--- config.mk ---
export PLATFORM = sky130hd
export DESIGN_NAME = uart_tx_port_flat
export DESIGN_NICKNAME = d
export VERILOG_FILES = /design/src/rtl/uart_tx_pkg.sv /design/src/rtl/uart_tx_port_if.sv /design/src/rtl/uart_tx_port_fifo.sv /design/src/rtl/uart_tx_port.sv /design/src/flat_wrapper.sv
export SDC_FILE = /design/constraint.sdc
export NUM_CORES = 1
export LEC_CHECK = 0
export BUFFER_PORTS_ARGS = -buffer_cell sky130_fd_sc_hd__buf_2
export CAP_MARGIN = 25
export CORE_MARGIN = 2
export CORE_UTILIZATION = 45
export CTS_BUF_LIST = sky130_fd_sc_hd__clkbuf_16
export DETAILED_ROUTE_END_ITERATION = 6
export PLACE_DENSITY = 0.72
export SLEW_MARGIN = 20
export SYNTH_ARGS = -nofsm -noshare
export SYNTH_HDL_FRONTEND = slang
export SYNTH_SLANG_ARGS = --single-unit
--- constraint.sdc ---
create_clock -name clk -period 3.2 [get_ports clk]
set_input_delay 0.64 -clock clk [delete_from_list [all_inputs] [get_ports clk]]
set_output_delay 0.64 -clock clk [all_outputs]
set_load 0.005 [all_outputs]
--- src/rtl/uart_tx_pkg.sv ---
// ============================================================================
// Module      : uart_tx_pkg
// Description : Shared types and constants for the uart_tx_port transmitter.
//               The PARITY state exists only when UART_TX_PARITY_EN is defined.
// Revision    : 1.0 - initial release
// ============================================================================
`default_nettype none

package uart_tx_pkg;

   typedef enum logic [2:0] {
      ST_IDLE   = 3'd0,
      ST_START  = 3'd1,
      ST_DATA   = 3'd2,
`ifdef UART_TX_PARITY_EN
      ST_PARITY = 3'd3,
`endif
      ST_STOP   = 3'd4
   } tx_state_t;

   localparam logic [1:0] ADDR_DATA   = 2'd0;
   localparam logic [1:0] ADDR_STATUS = 2'd1;

   localparam int c_stat_busy    = 0;
   localparam int c_stat_full    = 1;
   localparam int c_stat_empty   = 2;
   localparam int c_stat_ovf     = 3;
   localparam int c_stat_cnt_lsb = 8;

   function automatic logic [31:0] build_status(input logic       busy,
                                                input logic       full,
                                                input logic       empty,
                                                input logic       ovf,
                                                input logic [7:0] count);
      logic [31:0] s;
      s                               = '0;
      s[c_stat_busy]                  = busy;
      s[c_stat_full]                  = full;
      s[c_stat_empty]                 = empty;
      s[c_stat_ovf]                   = ovf;
      s[c_stat_cnt_lsb +: 8]          = count;
      return s;
   endfunction

endpackage

`default_nettype wire

--- src/rtl/uart_tx_port_if.sv ---
// ============================================================================
// Module      : uart_tx_port_if
// Description : CPU I/O-space bus between the address decode and the UART
//               transmitter (macro UART_TX_PARITY_EN has no effect here).
// Revision    : 1.0 - initial release
// ============================================================================
`default_nettype none

interface uart_tx_port_if;
   logic        tx_cs;
   logic        tx_wen;
   logic        tx_ren;
   logic [1:0]  tx_addr;
   logic [7:0]  tx_wdata;
   logic [31:0] tx_rdata;
   logic        tx_full;
   logic        tx_busy;

   modport master (
      output tx_cs, tx_wen, tx_ren, tx_addr, tx_wdata,
      input  tx_rdata, tx_full, tx_busy
   );

   modport slave (
      input  tx_cs, tx_wen, tx_ren, tx_addr, tx_wdata,
      output tx_rdata, tx_full, tx_busy
   );
endinterface

`default_nettype wire

--- src/rtl/uart_tx_port_fifo.sv ---
// ============================================================================
// Module      : tx_fifo
// Description : Byte-wide synchronous circular FIFO with registered full/empty
//               flags (independent of UART_TX_PARITY_EN).
// Revision    : 1.0 - initial release
// ============================================================================
`default_nettype none

module tx_fifo #(
   parameter int DEPTH = 8
) (
   input  wire logic                       clk,
   input  wire logic                       rst,
   input  wire logic                       push,
   input  wire logic                       pop,
   input  wire logic [7:0]                 din,
   output logic      [7:0]                 dout,
   output logic                            full,
   output logic                            empty,
   output logic      [$clog2(DEPTH):0]     count
);

   localparam int c_aw = $clog2(DEPTH);

   logic [7:0]      r_mem [DEPTH];
   logic [c_aw-1:0] r_wr_ptr;
   logic [c_aw-1:0] r_rd_ptr;
   logic [c_aw:0]   r_count;
   logic            r_full;
   logic            r_empty;

   logic            w_push_ok;
   logic            w_pop_ok;
   logic [c_aw:0]   w_count_nxt;

   assign w_push_ok   = push & ~r_full;
   assign w_pop_ok    = pop & ~r_empty;
   assign w_count_nxt = r_count + (c_aw+1)'(w_push_ok) - (c_aw+1)'(w_pop_ok);

   // Storage is not reset; flushing is done by clearing the pointers.
   always_ff @(posedge clk) begin
      if (w_push_ok) begin
         r_mem[r_wr_ptr] <= din;
      end
   end

   always_ff @(posedge clk) begin
      if (rst) begin
         r_wr_ptr <= '0;
         r_rd_ptr <= '0;
         r_count  <= '0;
         r_full   <= 1'b0;
         r_empty  <= 1'b1;
      end else begin
         if (w_push_ok) begin
            r_wr_ptr <= r_wr_ptr + c_aw'(1);
         end
         if (w_pop_ok) begin
            r_rd_ptr <= r_rd_ptr + c_aw'(1);
         end
         r_count <= w_count_nxt;
         r_full  <= (w_count_nxt == (c_aw+1)'(DEPTH));
         r_empty <= (w_count_nxt == '0);
      end
   end

   assign dout  = r_mem[r_rd_ptr];
   assign full  = r_full;
   assign empty = r_empty;
   assign count = r_count;

endmodule

`default_nettype wire

--- src/rtl/uart_tx_port.sv ---
// ============================================================================
// Module      : uart_tx_port
// Description : Memory-mapped 8N1 UART transmitter with byte FIFO and STATUS
//               register. Define UART_TX_PARITY_EN for 8E1 framing.
// Revision    : 1.0 - initial release
// ============================================================================
`default_nettype none

module uart_tx_port
   import uart_tx_pkg::*;
#(
   parameter int CLK_FREQ_HZ = 23_000_000,
   parameter int BAUD        = 115_200,
   parameter int FIFO_DEPTH  = 8
) (
   input  wire logic     clk,
   input  wire logic     rst,
   uart_tx_port_if.slave bus,
   output logic          uart_tx
);

   localparam int              c_div       = CLK_FREQ_HZ / BAUD;
   localparam int              c_bw        = (c_div > 1) ? $clog2(c_div) : 1;
   localparam int              c_aw        = $clog2(FIFO_DEPTH);
   localparam logic [c_bw-1:0] c_baud_last = c_bw'(c_div - 1);

   tx_state_t       r_state;
   logic [c_bw-1:0] r_baud;
   logic [2:0]      r_bit;
   logic [7:0]      r_shift;
   logic            r_tx;
   logic            r_busy;
   logic            r_ovf;
   logic [31:0]     r_rdata;
`ifdef UART_TX_PARITY_EN
   logic            r_par;
`endif

   logic            w_wr;
   logic            w_rd;
   logic            w_stat_rd;
   logic            w_push;
   logic            w_pop;
   logic            w_ovf_set;
   logic            w_bit_end;
   logic            w_frame_nxt;
   logic [7:0]      w_dout;
   logic            w_full;
   logic            w_empty;
   logic [c_aw:0]   w_count;
   logic [c_aw:0]   w_count_nxt;

   tx_fifo #(
      .DEPTH (FIFO_DEPTH)
   ) u_fifo (
      .clk   (clk),
      .rst   (rst),
      .push  (w_push),
      .pop   (w_pop),
      .din   (bus.tx_wdata),
      .dout  (w_dout),
      .full  (w_full),
      .empty (w_empty),
      .count (w_count)
   );

   assign w_wr      = bus.tx_cs & bus.tx_wen & (bus.tx_addr == ADDR_DATA);
   assign w_rd      = bus.tx_cs & bus.tx_ren;
   assign w_stat_rd = w_rd & (bus.tx_addr == ADDR_STATUS);
   // Fullness is the pre-edge flag, so a write racing a pop is still dropped.
   assign w_push    = w_wr & ~w_full;
   assign w_ovf_set = w_wr & w_full;
   assign w_bit_end = (r_baud == c_baud_last);
   assign w_pop     = ~w_empty & ((r_state == ST_IDLE) |
                                  ((r_state == ST_STOP) & w_bit_end));
   assign w_count_nxt = w_count + (c_aw+1)'(w_push) - (c_aw+1)'(w_pop);

   always_comb begin
      w_frame_nxt = 1'b1;
      if (r_state == ST_IDLE) begin
         w_frame_nxt = ~w_empty;
      end else if ((r_state == ST_STOP) && w_bit_end && w_empty) begin
         w_frame_nxt = 1'b0;
      end
   end

   always_ff @(posedge clk) begin
      if (rst) begin
         r_state <= ST_IDLE;
         r_baud  <= '0;
         r_bit   <= '0;
         r_shift <= '0;
         r_tx    <= 1'b1;
`ifdef UART_TX_PARITY_EN
         r_par   <= 1'b0;
`endif
      end else begin
         if (r_state == ST_IDLE || w_bit_end) begin
            r_baud <= '0;
         end else begin
            r_baud <= r_baud + c_bw'(1);
         end

         case (r_state)
            ST_IDLE: begin
               if (!w_empty) begin
                  r_shift <= w_dout;
                  r_state <= ST_START;
                  r_tx    <= 1'b0;
`ifdef UART_TX_PARITY_EN
                  r_par   <= ^w_dout;
`endif
               end
            end
            ST_START: begin
               if (w_bit_end) begin
                  r_state <= ST_DATA;
                  r_bit   <= '0;
                  r_tx    <= r_shift[0];
               end
            end
            ST_DATA: begin
               if (w_bit_end) begin
                  r_bit <= r_bit + 3'd1;
                  if (r_bit == 3'd7) begin
`ifdef UART_TX_PARITY_EN
                     r_state <= ST_PARITY;
                     r_tx    <= r_par;
`else
                     r_state <= ST_STOP;
                     r_tx    <= 1'b1;
`endif
                  end else begin
                     r_shift <= r_shift >> 1;
                     r_tx    <= r_shift[1];
                  end
               end
            end
`ifdef UART_TX_PARITY_EN
            ST_PARITY: begin
               if (w_bit_end) begin
                  r_state <= ST_STOP;
                  r_tx    <= 1'b1;
               end
            end
`endif
            ST_STOP: begin
               if (w_bit_end) begin
                  // Chain straight into the next start bit when data is queued.
                  if (!w_empty) begin
                     r_shift <= w_dout;
                     r_state <= ST_START;
                     r_tx    <= 1'b0;
`ifdef UART_TX_PARITY_EN
                     r_par   <= ^w_dout;
`endif
                  end else begin
                     r_state <= ST_IDLE;
                     r_tx    <= 1'b1;
                  end
               end
            end
            default: begin
               r_state <= ST_IDLE;
               r_tx    <= 1'b1;
            end
         endcase
      end
   end

   always_ff @(posedge clk) begin
      if (rst) begin
         r_busy  <= 1'b0;
         r_ovf   <= 1'b0;
         r_rdata <= '0;
      end else begin
         r_busy <= w_frame_nxt | (w_count_nxt != '0);
         if (w_ovf_set) begin
            r_ovf <= 1'b1;
         end else if (w_stat_rd) begin
            r_ovf <= 1'b0;
         end
         if (w_rd) begin
            r_rdata <= w_stat_rd ? build_status(r_busy, w_full, w_empty, r_ovf, 8'(w_count))
                                 : 32'd0;
         end
      end
   end

   assign uart_tx      = r_tx;
   assign bus.tx_rdata = r_rdata;
   assign bus.tx_full  = w_full;
   assign bus.tx_busy  = r_busy;

endmodule

`default_nettype wire

--- src/flat_wrapper.sv ---
// flat-port wrapper written by rule: the top's interface ports become plain ports
module uart_tx_port_flat import uart_tx_pkg::*;
#(
   parameter int CLK_FREQ_HZ = 23_000_000,
   parameter int BAUD        = 115_200,
   parameter int FIFO_DEPTH  = 8
)
  (clk, rst, uart_tx, bus_tx_cs, bus_tx_wen, bus_tx_ren, bus_tx_addr, bus_tx_wdata, bus_tx_rdata, bus_tx_full, bus_tx_busy);
  uart_tx_port_if bus_i ();
  input  wire logic clk;
  input  wire logic rst;
  output logic uart_tx;
  input wire logic [$bits(bus_i.tx_cs)-1:0] bus_tx_cs;
  input wire logic [$bits(bus_i.tx_wen)-1:0] bus_tx_wen;
  input wire logic [$bits(bus_i.tx_ren)-1:0] bus_tx_ren;
  input wire logic [$bits(bus_i.tx_addr)-1:0] bus_tx_addr;
  input wire logic [$bits(bus_i.tx_wdata)-1:0] bus_tx_wdata;
  output wire logic [$bits(bus_i.tx_rdata)-1:0] bus_tx_rdata;
  output wire logic [$bits(bus_i.tx_full)-1:0] bus_tx_full;
  output wire logic [$bits(bus_i.tx_busy)-1:0] bus_tx_busy;
  assign bus_i.tx_cs = bus_tx_cs;
  assign bus_i.tx_wen = bus_tx_wen;
  assign bus_i.tx_ren = bus_tx_ren;
  assign bus_i.tx_addr = bus_tx_addr;
  assign bus_i.tx_wdata = bus_tx_wdata;
  assign bus_tx_rdata = bus_i.tx_rdata;
  assign bus_tx_full = bus_i.tx_full;
  assign bus_tx_busy = bus_i.tx_busy;
  uart_tx_port #(.CLK_FREQ_HZ(CLK_FREQ_HZ), .BAUD(BAUD), .FIFO_DEPTH(FIFO_DEPTH)) u_core (.clk(clk), .rst(rst), .bus(bus_i), .uart_tx(uart_tx));
endmodule
==> results of run 1 <==
[worst max-delay path, delay by kind of cell (launching register included)]
| kind | cells | cell delay [ns] |
|---|---|---|
| DFF | 1 | 0.35 |
| buffers and inverters | 5 | 0.34 |
| adders and majority gates | 4 | 0.93 |
| and+or+nand+nor | 3 | 0.46 |
| AOI/OAI and AO/OA | 2 | 0.46 |
| xor gates and xnor gates | 1 | 0.18 |
[stage by stage]
step           instance area (um^2)  instances  hold slack [ns]  setup slack (ns)  power (mW)
2_1_floorplan                  5120        434            0.449             0.590        2.45
3_3_place_gp                   5200        569            0.463             0.447        2.57
3_5_place_dp                   5200        569            0.470             0.373        2.61
4_1_cts                        5530        585            0.482             0.375        3.82
5_1_grt                        5530        585            0.504             0.149        4.00
6_report                       5530        585            0.483             0.369        3.79
[layer usage]
layer | vias to the layer above | GRT usage
met5 | - | 0
met4 | 0 | 0.0787
met3 | 12 | 0.0261
met2 | 83 | 0.289
met1 | 1585 | 0.216
li1 | 1519 | -
[flip-flops by register name (all words and copies together), names as in the netlist, 3 cells and up, named ones only]
signal	cells
u_core.r_state	3
u_core.r_baud	8
u_core.bus.tx_rdata	8
u_core.u_fifo.r_wr_ptr	3
u_core.r_bit	3
u_core.u_fifo.r_rd_ptr	3
u_core.r_shift	8
u_core.u_fifo.r_mem	64
u_core.u_fifo.count	4
[cells in the final DEF, fill, tap and decap left out, drive strengths merged, types with 2 or more instances in the layout]
| master | n |
|---|---|
| nor2 | 34 |
| ha | 13 |
| edfxtp | 64 |
| nor4 | 2 |
| dfxtp | 48 |
| nand4 | 3 |
| a32oi | 2 |
| a21o | 4 |
| o21ai | 5 |
| a311oi | 8 |
| a21oi | 18 |
| or3 | 4 |
| nor2b | 3 |
| nor3 | 12 |
| buf | 37 |
| nand3 | 11 |
| conb | 24 |
| and4bb | 2 |
| a22oi | 20 |
| xnor2 | 6 |
| mux2i | 26 |
| clkbuf | 9 |
| bufinv | 2 |
| mux4 | 4 |
| and3 | 4 |
| nand3b | 3 |
| and2 | 2 |
| nor3b | 4 |
| inv | 23 |
| xor2 | 9 |
| nand2b | 5 |
| fa | 2 |
| nand2 | 18 |
[cell families after synthesis]
kind of cell / Yosys count / synth area share
buffers and inverters: 61 / 0.0758
muxes: 31 / 0.0748
xor gates and xnor gates: 15 / 0.0261
and+or+nand+nor: 109 / 0.115
DFF: 112 / 0.572
AOI/OAI and AO/OA: 67 / 0.0951
adders and majority gates: 15 / 0.0402
other: 1 / 0.000744
[power by group through the flow]
stage	combinational [mW]	sequential (mW)	clock [mW]
CTS	0.818	1.77	1.23
global route	0.928	1.79	1.29
floorplan	0.722	1.72	0
global placement	0.782	1.79	0
detailed placement	0.811	1.80	0
finish	0.809	1.77	1.22
[worst max path at each step]
| stage | start | endpoint | slack (ns) | cells past startpoint |
|---|---|---|---|---|
| global route | u_core.r_baud[1] | u_core.bus.tx_busy | 0.15 | 14 |
| global placement | bus_tx_addr[1] | u_core.u_fifo.empty | 0.45 | 12 |
| finish | u_core.r_baud[0] | u_core.u_fifo.empty | 0.37 | 15 |
| floorplan | bus_tx_addr[0] | u_core.u_fifo.empty | 0.59 | 12 |
| CTS | u_core.r_baud[0] | u_core.u_fifo.empty | 0.37 | 15 |
| detailed placement | bus_tx_addr[1] | u_core.u_fifo.empty | 0.37 | 12 |
[cell type report]
type / count / area (um^2) / share of cell area
well taps: 140 / 175 / 0.0317
repair buffers: 37 / 215 / 0.0389
flip-flops and latches: 112 / 2880 / 0.521
multi-input cells: 261 / 1860 / 0.336
inverters: 19 / 71.3 / 0.0129
clock buffers: 9 / 225 / 0.0407
clock inverters: 7 / 103 / 0.0185
==> impl_metrics.env, run 1 <==
export IMPL_syn_mean_instance_area_um2=12.3
export IMPL_rsz0062_at_grt="no"
export IMPL_seqPwrFrac=0.467
export IMPL_endpoint_kind="flop"
export IMPL_synth_area_leaders="edfxtp_1, dfxtp_1, mux2i_1"
export IMPL_hpwl_um=6370
export IMPL_top_layer="met4"
export IMPL_drc=0
export IMPL_min_path_type="reg -> reg"
export IMPL_htree_levels=3
export IMPL_vdd_drop_max_uv=408
export IMPL_r2r_cells=15
export IMPL_relSlewSlack=0.373
export IMPL_drt_iter0_drc=195
export IMPL_yosysWarnings=0
export IMPL_nFillCells=921
export IMPL_drv_slew=0
export IMPL_cts_resized=0
export IMPL_finalCriticalPeriod_ns=2.83
export IMPL_hp_start="u_core.r_ovf"
export IMPL_r2r_end="u_core.u_fifo.empty"
export IMPL_clock_sinks=112
export IMPL_synth_top_area_share=0.382
export IMPL_power_switching_mw=1.08
export IMPL_clock_skew_ns=0.00605
export IMPL_vias=3199
export IMPL_gp_congestion=0.794
export IMPL_setup_viol=0
export IMPL_grt_max_degree=45
export IMPL_cp_arrival_ns=3.08
export IMPL_antenna_cells=0
export IMPL_area_growth_pct=9.81
export IMPL_clk_latency_ns=0.35
export IMPL_critPathLaunchType="flop"
export IMPL_synthCells=411
export IMPL_pwr_share_clk=0.320
export IMPL_seq_area_frac_synth=0.572
export IMPL_netlist_top_cells_count="edfxtp_1, dfxtp_1, nor2_1, buf_4, mux2i_1"
export IMPL_die_w_um=110
export IMPL_finalSetupTns_ns=0
export IMPL_layout_drive_gt1_share=0.144
export IMPL_worstSetupPathType="reg -> reg"
export IMPL_hold_end="u_core.r_ovf"
export IMPL_cts_root_buf="clkbuf_16"
export IMPL_crit_required_ns=3.45
export IMPL_design_core_area_um2=10900
export IMPL_clock_fmax_mhz=353
export IMPL_worstHoldPathCells=2
export IMPL_overflow=0
export IMPL_initial_core_util=0.463
export IMPL_path_cells="inv_1 > ha_1 > nand3b_1 > o21ai_2 > nand2_1 > inv_1 > ha_1 > inv_1 > ha_1 > inv_1 > fa_1 > xor2_1 > nand3b_1 > inv_1 > a21o_1"
export IMPL_hold_viol_final=0
export IMPL_powerDensity_nw_per_um2=686
export IMPL_synth_edf_count=64
export IMPL_vias_per_cell=5.47
export IMPL_status="completed"
export IMPL_finalWirelength_um=9430
export IMPL_post_cts_buffers=0
export IMPL_fin_nets=470
export IMPL_crit_reg2reg_launch="u_core.r_baud[0]"
export IMPL_wl_per_cell_um=16.1
export IMPL_cts_tree="yes"
export IMPL_dr_pass1_iters=5
export IMPL_ff2ff_setup_slack_ns=0.37
export IMPL_async_flop_share=0
export IMPL_syn_cell_area_um2=5040
export IMPL_crit_path_frequent_cell="inv_1"
export IMPL_ant_nets=0
export IMPL_die_h_um=110
export IMPL_slowest_stage="fa_1"
export IMPL_dr_wl_met2_um=4820
export IMPL_wl_met1_um=4100
export IMPL_cpPeakStageDelay_ns=0.37
export IMPL_grt_pass1_wl_um=15500
export IMPL_crit_path_max_fanout=6
export IMPL_path_clk_slew_ns=0.07
export IMPL_pwr_share_comb=0.213
export IMPL_io_buffers=25
export IMPL_num_rows=38
export IMPL_cellLeakagePower_nw=2.06
export IMPL_period_share=0.885
export IMPL_synth_top_flop_cell="edfxtp_1"
export IMPL_numCtsBuffers=9
export IMPL_grt_pass1_vias=3106
export IMPL_yosysMostFrequentCell="edfxtp_1"
export IMPL_ys_types=53
export IMPL_clockBufferDepth=2
export IMPL_final_util=0.508
export IMPL_tightestPinTransition_ns=0.940
export IMPL_p_int_mw=2.71
export IMPL_io_pin_count=50
export IMPL_synth_top_cell_by_area="edfxtp_1"
export IMPL_antenna_found_initial=0
export IMPL_ys_ff_latch=112
export IMPL_fp_dieArea_um2=12100
export IMPL_cts_hold_buffers=0
export IMPL_p_sw_frac=0.285
export IMPL_track_usage=0.171
export IMPL_dr_wl_met3_um=319
export IMPL_drv_cap=0
Note: power is estimated with default switching activity, not from simulation.
==> run 2, diff against run 1 <==
--- a/config.mk
+++ b/config.mk
@@ -10,8 +10,10 @@
 export CORE_MARGIN = 2
 export CORE_UTILIZATION = 45
 export CTS_BUF_LIST = sky130_fd_sc_hd__clkbuf_16
+export CTS_CLUSTER_SIZE = 16
 export DETAILED_ROUTE_END_ITERATION = 6
 export PLACE_DENSITY = 0.72
+export RECOVER_POWER = 25
 export SLEW_MARGIN = 20
 export SYNTH_ARGS = -nofsm -noshare
 export SYNTH_HDL_FRONTEND = slang
==> impl_metrics.env, run 2 (same netlist as run 1, synthesis figures left out) <==
export IMPL_finalSetupTns_ns=0
export IMPL_relSlewSlack=0.372
export IMPL_vias_per_cell=5.39
export IMPL_antenna_found_initial=0
export IMPL_ant_nets=0
export IMPL_cts_hold_buffers=0
export IMPL_period_share=0.882
export IMPL_grt_max_degree=45
export IMPL_mostFrequentLayoutCells="edfxtp_1, dfxtp_1, nor2_1"
export IMPL_fin_nets=470
export IMPL_crit_required_ns=3.45
export IMPL_drt_iter0_drc=237
export IMPL_initial_core_util=0.463
export IMPL_dr_pass1_iters=4
export IMPL_finalNonFillerCells=585
export IMPL_rsz0062_at_grt="no"
export IMPL_cellLeakagePower_nw=2.03
export IMPL_overflow=0
export IMPL_r2r_cells=14
export IMPL_nFillCells=923
export IMPL_cp_arrival_ns=3.07
export IMPL_critPathLaunchType="flop"
export IMPL_cts_tree="yes"
export IMPL_die_w_um=110
export IMPL_final_common_cell="edfxtp_1"
export IMPL_final_seq_area_um2=2880
export IMPL_tightestPinTransition_ns=0.941
export IMPL_grt_pass1_vias=3106
export IMPL_finalWirelength_um=9380
export IMPL_vias=3156
export IMPL_crit_end="u_core.u_fifo.empty"
export IMPL_antenna_cells=0
export IMPL_clockBufferDepth=2
export IMPL_startpoint="u_core.r_baud[1]"
export IMPL_endpoint_kind="flop"
export IMPL_gp_congestion=0.794
export IMPL_area_growth_pct=9.61
export IMPL_path_clk_slew_ns=0.07
export IMPL_finalCriticalPeriod_ns=2.82
export IMPL_hpwl_um=6370
export IMPL_drc=0
export IMPL_numCtsBuffers=9
export IMPL_io_buffers=25
export IMPL_multi_input_area_um2=1860
export IMPL_crit_path_max_fanout=5
export IMPL_grt_pass1_wl_um=15500
export IMPL_track_usage=0.171
export IMPL_top_register="u_core.u_fifo.r_mem"
export IMPL_clk_latency_ns=0.35
export IMPL_worstSetupPathType="reg -> reg"
export IMPL_min_path_type="reg -> reg"
export IMPL_drv_cap=0
export IMPL_design_core_area_um2=10900
export IMPL_post_cts_buffers=0
export IMPL_io_pin_count=50
export IMPL_fp_dieArea_um2=12100
export IMPL_r2r_end="u_core.u_fifo.empty"
export IMPL_cts_root_buf="clkbuf_16"
export IMPL_worstHoldPathCells=2
export IMPL_vdd_drop_max_uv=407
export IMPL_clock_fmax_mhz=354
export IMPL_drv_slew=0
export IMPL_die_h_um=110
export IMPL_whs_ns=0.483
export IMPL_crit_reg2reg_launch="u_core.r_baud[1]"
export IMPL_wl_per_cell_um=16.0
export IMPL_powerDensity_nw_per_um2=687
export IMPL_clock_sinks=112
export IMPL_num_rows=38
export IMPL_largest_reg_flops=64
export IMPL_status="completed"
export IMPL_htree_levels=3
export IMPL_cts_resized=0
export IMPL_clock_skew_ns=0.00670
export IMPL_layout_drive_gt1_share=0.126
export IMPL_hold_viol_final=0
export IMPL_dpl_cell_count=569
export IMPL_setup_viol=0
export IMPL_ff2ff_setup_slack_ns=0.38
run 2: critical path, stage by stage (launching register included):
cell and delay (ns):
dfxtp_1 0.40, ha_1 0.20, nand3b_1 0.21, o21ai_2 0.29, nand2_1 0.14, inv_1 0.11
ha_1 0.23, inv_1 0.05, ha_1 0.16, inv_1 0.06, fa_1 0.37, xor2_1 0.18
nand3b_1 0.11, inv_1 0.05, a21o_1 0.16
run 2: stage by stage:
step	util	setup slack (ns)	instance area (um^2)	total power [mW]
after floorplan	-	0.590	5120	2.45
after global placement	0.478	0.447	5200	2.57
after detailed placement	0.478	0.373	5200	2.61
after CTS	0.508	0.375	5530	3.82
after global routing	0.507	0.149	5520	4.00
final	0.507	0.379	5520	3.79
run 2: worst min path at each step:
| stage | end | slack [ns] | start |
|---|---|---|---|
| finish | u_core.r_ovf | 0.48 | u_core.r_ovf |
| global route | u_core.r_ovf | 0.50 | u_core.r_ovf |
| CTS | u_core.r_ovf | 0.48 | u_core.r_ovf |
| detailed placement | u_core.r_ovf | 0.47 | u_core.r_ovf |
| global placement | u_core.r_shift[3] | 0.46 | u_core.r_shift[4] |
| floorplan | u_core.r_baud[0] | 0.45 | u_core.r_baud[0] |
run 2: layout make-up:
cell class / instances / area share
clock inverters: 7 / 0.0186
inverters: 19 / 0.0129
flip-flops and latches: 112 / 0.522
repair buffers: 37 / 0.0372
well taps: 140 / 0.0317
clock buffers: 9 / 0.0408
multi-input cells: 261 / 0.337
run 2: report_power, final:
group / switching, mW / internal [mW]
registers: 0.143 / 1.63
clock network: 0.517 / 0.697
logic: 0.419 / 0.388
total: 1.08 / 2.71
run 2: per-layer routing:
metal  routed length, um  track usage  share of wire  vias to the layer above
li1                    -            -              -                     1522
met1                4100        0.216           0.44                     1549
met2                4740        0.289           0.51                       73
met3                 338       0.0261          0.036                       12
met4                 197       0.0787          0.021                        0
met5                   0            0              0                        -
==> run 3, diff against run 2 <==
--- a/config.mk
+++ b/config.mk
@@ -7,6 +7,7 @@
 export LEC_CHECK = 0
 export BUFFER_PORTS_ARGS = -buffer_cell sky130_fd_sc_hd__buf_2
 export CAP_MARGIN = 25
+export CORE_ASPECT_RATIO = 1.2
 export CORE_MARGIN = 2
 export CORE_UTILIZATION = 45
 export CTS_BUF_LIST = sky130_fd_sc_hd__clkbuf_16
==> impl_metrics.env, run 3 (same netlist as run 1, synthesis figures left out) <==
export IMPL_tightestPinTransition_ns=0.790
export IMPL_ff2ff_setup_slack_ns=0.42
export IMPL_cts_resized=0
export IMPL_initial_core_util=0.459
export IMPL_final_seq_area_um2=2880
export IMPL_setup_viol=0
export IMPL_dr_pass1_iters=5
export IMPL_grt_pass1_wl_um=14400
export IMPL_powerDensity_nw_per_um2=678
export IMPL_cp_arrival_ns=3.03
export IMPL_numCtsBuffers=9
export IMPL_drv_slew=0
export IMPL_die_w_um=101
export IMPL_htree_levels=3
export IMPL_hold_viol_final=0
export IMPL_grt_max_degree=45
export IMPL_mostFrequentLayoutCells="edfxtp_1, dfxtp_1, nor2_1"
export IMPL_nFillCells=950
export IMPL_crit_path_max_fanout=5
export IMPL_design_core_area_um2=11000
export IMPL_finalCriticalPeriod_ns=2.78
export IMPL_drc=0
export IMPL_hpwl_um=6090
export IMPL_gp_congestion=0.773
export IMPL_multi_input_area_um2=1860
export IMPL_largest_reg_flops=64
export IMPL_drv_cap=0
export IMPL_top_register="u_core.u_fifo.r_mem"
export IMPL_die_h_um=120
export IMPL_finalPower_mw=3.72
export IMPL_path_clk_slew_ns=0.08
export IMPL_critPathLaunchType="flop"
export IMPL_min_path_type="reg -> reg"
export IMPL_period_share=0.870
export IMPL_area_growth_pct=9.07
export IMPL_io_pin_count=50
export IMPL_track_usage=0.155
export IMPL_antenna_cells=0
export IMPL_cts_root_buf="clkbuf_16"
export IMPL_fin_nets=468
export IMPL_fp_dieArea_um2=12100
export IMPL_grt_pass1_vias=2980
export IMPL_status="completed"
export IMPL_final_common_cell="edfxtp_1"
export IMPL_wl_per_cell_um=15.3
export IMPL_num_rows=42
export IMPL_clock_fmax_mhz=359
export IMPL_whs_ns=0.486
export IMPL_cts_tree="yes"
export IMPL_overflow=0
export IMPL_ant_nets=0
export IMPL_vdd_drop_max_uv=400
export IMPL_rsz0062_at_grt="no"
export IMPL_layout_drive_gt1_share=0.129
export IMPL_cts_hold_buffers=0
export IMPL_finalSetupTns_ns=0
export IMPL_crit_required_ns=3.45
export IMPL_post_cts_buffers=0
export IMPL_relSlewSlack=0.472
export IMPL_drt_iter0_drc=171
export IMPL_io_buffers=25
export IMPL_clk_latency_ns=0.35
export IMPL_antenna_found_initial=0
export IMPL_vias_per_cell=5.33
export IMPL_endpoint_kind="flop"
export IMPL_finalWirelength_um=8820
export IMPL_cellLeakagePower_nw=2.02
export IMPL_clockBufferDepth=2
export IMPL_clock_sinks=112
export IMPL_clock_skew_ns=0.00745
export IMPL_vias=3066
export IMPL_final_util=0.500
export IMPL_worstSetupPathType="reg -> reg"
## run 3: changes by cell type in the layout (fill, tap and decap cells not counted), moves of 2 or more
cell,delta
buf_4,-3
clkinv_4,+2
buf_2,+2
inv_6,+2
clkbuf_1,-2
## run 3: routing by layer
metal	vias to the layer above	track usage	routed length, um
met5	-	0	0
met4	0	0.0762	198
met3	19	0.0291	314
met2	78	0.261	4350
met1	1457	0.189	3960
li1	1512	-	-
## run 3: metrics by stage
step / cell area (um^2) / worst slack, ns / std cells
floorplan: 5120 / 0.590 / 434
global placement: 5190 / 0.446 / 559
detailed placement: 5190 / 0.368 / 559
CTS: 5500 / 0.419 / 575
global route: 5490 / 0.130 / 575
finish: 5490 / 0.415 / 575
## run 3: cell type report
cell class | instances | area share
Clock buffer | 9 | 0.0410
Clock inverter | 7 | 0.0155
Inverter | 19 | 0.0130
Multi-Input combinational cell | 261 | 0.338
Sequential cell | 112 | 0.525
Tap cell | 132 | 0.0301
Timing Repair Buffer | 35 | 0.0373
## run 3: path summary, 6_finish.rpt
kind,start,to,cells after the start
hold / removal,u_core.r_baud[0],u_core.r_baud[0],1
setup reg to reg,u_core.r_baud[1],u_core.u_fifo.empty,14
setup / recovery,u_core.r_baud[1],u_core.u_fifo.empty,14
hold reg to reg,u_core.r_baud[0],u_core.r_baud[0],1
## run 3: critical path, stage by stage, from the launching register on
cell	delay (ns)
dfxtp_1	0.40
ha_1	0.19
nand3b_1	0.18
o21ai_2	0.28
nand2_1	0.13
inv_1	0.11
ha_1	0.23
inv_1	0.06
ha_1	0.16
inv_1	0.06
fa_1	0.37
xor2_1	0.19
nand3b_1	0.12
inv_1	0.05
a21o_1	0.16
## run 3: power by group
part / total (mW) / internal (mW) / switching [mW]
registers: 1.76 / 1.63 / 0.136
logic: 0.810 / 0.388 / 0.421
clock network: 1.15 / 0.624 / 0.528
